<file path="src/rtl/add_subt_responder_fsm.sv">
// Multi-cycle signed adder/subtractor answering the CORDIC add/subtract handshake.
// Optional saturation on overflow: define ADD_SUBT_SAT_EN.
module add_subt_responder_fsm #(
  parameter int W       = 32,
  parameter int LATENCY = 3
) (
  input  logic         clk,
  input  logic         reset,
  input  logic         beg_add_subt,
  input  logic         ack_add_subt,
  input  logic         add_subt,
  input  logic [W-1:0] Data_X,
  input  logic [W-1:0] Data_Y,
  output logic         ready_add_subt,
  output logic         busy_add_subt,
  output logic [W-1:0] Data_Result,
  output logic         overflow_flag,
  output logic [1:0]   fsm_state
);

  // Handshake: beg_add_subt is honoured only in IDLE and ack_add_subt only in READY;
  // ready_add_subt stays high with a stable result until the edge that samples ack.

  localparam int CNT_W = (LATENCY > 1) ? $clog2(LATENCY) : 1;

  typedef enum logic [1:0] {
    IDLE  = 2'd0,
    CALC  = 2'd1,
    READY = 2'd2
  } state_t;

  state_t           state, state_next;
  logic [CNT_W-1:0] cnt;
  logic [W-1:0]     x_q, y_q;
  logic             sub_q;

  logic [W-1:0]     y_eff;
  logic [W:0]       sum_ext;
  logic [W-1:0]     res_wrap;
  logic [W-1:0]     res_final;
  logic             ovf_c;
  logic             unused_carry;

  assign fsm_state = state;

  // Subtraction as X + ~Y + 1 at W+1 bits; the extra bit is not needed for the W-bit result.
  always_comb begin
    y_eff        = sub_q ? ~y_q : y_q;
    sum_ext      = {x_q[W-1], x_q} + {y_eff[W-1], y_eff} + {{W{1'b0}}, sub_q};
    res_wrap     = sum_ext[W-1:0];
    unused_carry = sum_ext[W];
    ovf_c        = (x_q[W-1] == y_eff[W-1]) && (res_wrap[W-1] != x_q[W-1]);
`ifdef ADD_SUBT_SAT_EN
    // On overflow both operands share the sign of X, so X decides the saturation direction.
    if (ovf_c)
      res_final = x_q[W-1] ? {1'b1, {(W-1){1'b0}}} : {1'b0, {(W-1){1'b1}}};
    else
      res_final = res_wrap;
`else
    res_final = res_wrap;
`endif
  end

  always_comb begin
    state_next = state;
    case (state)
      IDLE:    if (beg_add_subt) state_next = CALC;
      CALC:    if (cnt == '0) state_next = READY;
      READY:   if (ack_add_subt) state_next = IDLE;
      default: state_next = IDLE;
    endcase
  end

  always_ff @(posedge clk) begin
    if (reset) begin
      state          <= IDLE;
      cnt            <= '0;
      x_q            <= '0;
      y_q            <= '0;
      sub_q          <= 1'b0;
      Data_Result    <= '0;
      overflow_flag  <= 1'b0;
      ready_add_subt <= 1'b0;
      busy_add_subt  <= 1'b0;
    end else begin
      state          <= state_next;
      busy_add_subt  <= (state_next != IDLE);
      ready_add_subt <= (state_next == READY);
      if (state == IDLE && beg_add_subt) begin
        x_q   <= Data_X;
        y_q   <= Data_Y;
        sub_q <= add_subt;
        cnt   <= CNT_W'(LATENCY - 1);
      end else if (state == CALC && cnt != '0) begin
        cnt <= cnt - CNT_W'(1);
      end
      if (state == CALC && cnt == '0) begin
        Data_Result   <= res_final;
        overflow_flag <= ovf_c;
      end
    end
  end

endmodule

</file>
<file path="config.mk">
export PLATFORM = sky130hd
export DESIGN_NAME = add_subt_responder_fsm
export DESIGN_NICKNAME = d
export VERILOG_FILES = /design/src/rtl/add_subt_responder_fsm.sv
export SDC_FILE = /design/constraint.sdc
export NUM_CORES = 1
export LEC_CHECK = 0
export ABC_AREA = 0
export BUFFER_PORTS_ARGS = -buffer_cell sky130_fd_sc_hd__buf_2
export CAP_MARGIN = 20
export CELL_PAD_IN_SITES_DETAIL_PLACEMENT = 0
export CELL_PAD_IN_SITES_GLOBAL_PLACEMENT = 2
export CORE_UTILIZATION = 32
export DETAILED_ROUTE_END_ITERATION = 12
export PLACE_DENSITY = 0.83
export SLEW_MARGIN = 15
export SYNTH_ARGS = -nofsm -noshare
export SYNTH_HDL_FRONTEND = slang
export SYNTH_SLANG_ARGS = --single-unit
</file>
<file path="constraint.sdc">
create_clock -name clk -period 3.75 [get_ports clk]
set_clock_uncertainty 0.05 [all_clocks]
set_input_delay 1.125 -clock clk [delete_from_list [all_inputs] [get_ports clk]]
set_output_delay 1.125 -clock clk [all_outputs]
set_load 0.01 [all_outputs]
</file>
==> impl_metrics.tcl <==
set metrics [dict create \
    status "finished clean" \
    io_pins 106 \
    path_class "reg2reg" \
    cts.htree.levels 3 \
    cts_tree "yes" \
    layout_common_cells "nand2_1, a21oi_1, buf_2" \
    die-area_mm2 0.01830 \
    yosysSeqAreaShare_pct 36.64 \
    slew_headroom_pct 37.70 \
    grt_first_pass_wirelength_um 25210 \
    p_leak_uw 0.002939 \
    synth_mux_area_share_pct 0.2422 \
    synthesis.area_mm2 0.005683 \
    synth_edf_count 0 \
    worst_setup_path_end_kind "flip-flop" \
    hold_viol 0 \
    whs_ps 396.7 \
    synth-adder-area-share_pct 7.177 \
    critical_path.max_stage_delay_ps 780 \
    ys_seq_elements 104 \
    rsz0062_at_grt "no" \
    power_frac_clock_pct 34.7 \
    p_sw_uw 915.2 \
    min_from "Data_Result[22]" \
    finalSetupViolCount 0 \
    start_util_pct 32.86 \
    sw_frac_of_total_pct 31.20 \
    postSynth.asyncResetShare_pct 0 \
    post-route-period-util_pct 85.76 \
    grt_max_degree 68 \
    clk_pin_slew_ps 70 \
    dieHeight_um 135.3 \
    dp_hpwl_um 12370 \
    clock-sinks 104 \
    synth-simple-area-share_pct 20.98 \
    cts_setup_buffers 0 \
    p_comb_share_pct 23.1 \
    max_clock_freq_ghz 0.3109 \
    path_delay_family "compound AO/OA/AOI/OAI gates" \
    viasPerCell 4.882 \
    hold_buffers 0 \
    crit_buf_inv 1 \
    ctsResizeCount 0 \
    seqPwrFrac_pct 42.2 \
    clock_path_buffers 2 \
    grt.overflow.total 0 \
    synth_compound_area_share_pct 22.50 \
    critPathRequiredTime_ps 3950 \
    cp.arrival_ps 3420 \
    tns_ps 0 \
    cp_slowest_cell "dfxtp_2" \
    first_iter_violations 232 \
    layout_setup_ws_ps 533.9 \
    cts_buffers 9 \
    powerDensity_mw_per_mm2 437.1 \
    path_max_fanout 25 \
    period_needed_ps 3216 \
    nFillCells 1852 \
    place_ws_ps 506.3 \
    seq_area_mm2 0.002083 \
    post_drt_wl_per_cell_um 15.07 \
    r2r-start "sub_q" \
    ys_types 59 \
    clock-root-buffer "clkbuf_16" \
    postSynthCellCount 748 \
    nets 930 \
    antenna_found_initial 0 \
    drcViolationCount 0 \
    drive_gt1_share_pct 17.63 \
    grt_pass1_vias 4760 \
    avgSynthCellArea_um2 7.598 \
    path_cells "buf_4 -> xor2_1 -> ha_1 -> a21oi_1 -> o21ai_0 -> a21o_1 -> a211oi_2 -> nor3_1 -> or3_1 -> a32o_1" \
    crit_path_start "sub_q" \
    p_int_uw 2018 \
    coreArea_mm2 0.01730 \
    dr.pass1.iters 5 \
    tightest_slew_ps 931.0 \
    clk_latency_ps 360 \
    rows 48 \
    synthXorXnorAreaFrac_pct 8.168 \
    ys.flop_type "dfxtp_1" \
    max_cap_violations 0 \
    synth_top_family_by_area "compound AO/OA/AOI/OAI gates" \
    antenna_cells 0 \
    final_common_cell "nand2_1" \
    gr-usage-all-layers_pct 17.82 \
    port-buffer-count 105 \
    multi_input_area_mm2 0.003361 \
    max-vdd-ir-drop_uv 213.4 \
    crit_path_start_kind "flip-flop" \
    drv_slew 0 \
    synthesis.nets 849 \
    worst_hold_path_type "reg2reg" \
    gp_congestion 0.8735 \
    final_antenna_net_count 0 \
    syn2layout_area_growth_pct 18.10 \
    finalWirelength_um 15960 \
    yosysWarnings 0 \
    vias 5170 \
    fp.dieW_um 135.3 \
]
[metrics by stage]
step	area [µm²]	util (%)	power (µW)	std cells
3_5_place_dp	6391	36.95	1943	1043
3_3_place_gp	6391	36.95	1939	1043
2_1_floorplan	5683	-	1723	748
4_1_cts	6711	38.80	2964	1059
6_report	6711	38.80	2933	1059
5_1_grt	6711	38.80	3091	1059
[worst min-delay path, delay by kind of cell, from the launching register on]
family,cells,cell delay (ps)
AO/OA/AOI/OAI,1,50
flip-flops,1,310
AND/OR/NAND/NOR,1,50
[synthesized netlist by cell type (2+ instances only)]
master,instances,area (µm²)
nand2_1,205,769.5
a21oi_1,119,595.6
dfxtp_1,104,2082
xor2_1,38,332.8
clkbuf_1,35,131.4
nor2_1,32,120.1
ha_1,31,387.9
o21ai_0,29,145.1
inv_1,16,60.06
xnor2_1,15,131.4
o21ai_1,12,60.06
nand3_1,10,50.05
nor3_1,8,40.04
a21o_1,7,52.55
nand4_1,6,37.54
or3_1,6,37.54
a211oi_1,5,37.54
a31oi_1,5,31.28
o211ai_1,5,37.54
o21bai_1,5,37.54
buf_1,4,15.01
a21oi_2,3,26.28
buf_2,3,15.01
nor2b_1,3,18.77
a21boi_1,2,15.01
and2_1,2,12.51
and3_1,2,12.51
buf_6,2,22.52
o21a_1,2,15.01
o311ai_1,2,17.52
o311ai_2,2,32.53
[layout make-up]
type	instances	area share [%]
multi-input cells	584	50.07
flip-flops and latches	104	31.04
repair buffers	114	9.023
well taps	225	4.195
clock buffers	9	3.356
clock inverters	7	1.417
inverters	16	0.8949
[power by group through the flow]
| stage | Clock (µW) | Sequential, µW | Combinational, µW |
|---|---|---|---|
| floorplan | 0 | 1250 | 469 |
| global placement | 0 | 1260 | 676 |
| detailed placement | 0 | 1260 | 678 |
| CTS | 1040 | 1240 | 681 |
| global route | 1090 | 1250 | 754 |
| finish | 1020 | 1240 | 678 |
[logic make-up after synthesis]
family          count (synthesis)
fa+ha+maj                      32
xor+xnor                       53
mux                             1
simple gates                  286
compound gates                212
flops                         104
buf+inv                        60
[layer usage]
layer  track usage (%)  part of all wire [%]
met5                 0                     0
met3             2.544                   3.9
met1             26.00                    53
met2             26.64                    42
met4             5.805                   1.3
[flip-flops by register name (all words and copies together) (netlist names)]
name,cells
y_q,32
overflow_flag,1
fsm_state,2
cnt,2
sub_q,1
ready_add_subt,1
Data_Result,32
busy_add_subt,1
x_q,32
[final timing paths]
kind	end	cells after the start	slack [ps]
min reg2reg	Data_Result[22]	2	400
max	Data_Result[30]	10	530
min	Data_Result[22]	2	400
max reg2reg	Data_Result[30]	10	530
No activity file was read; power rests on OpenSTA's default activity.
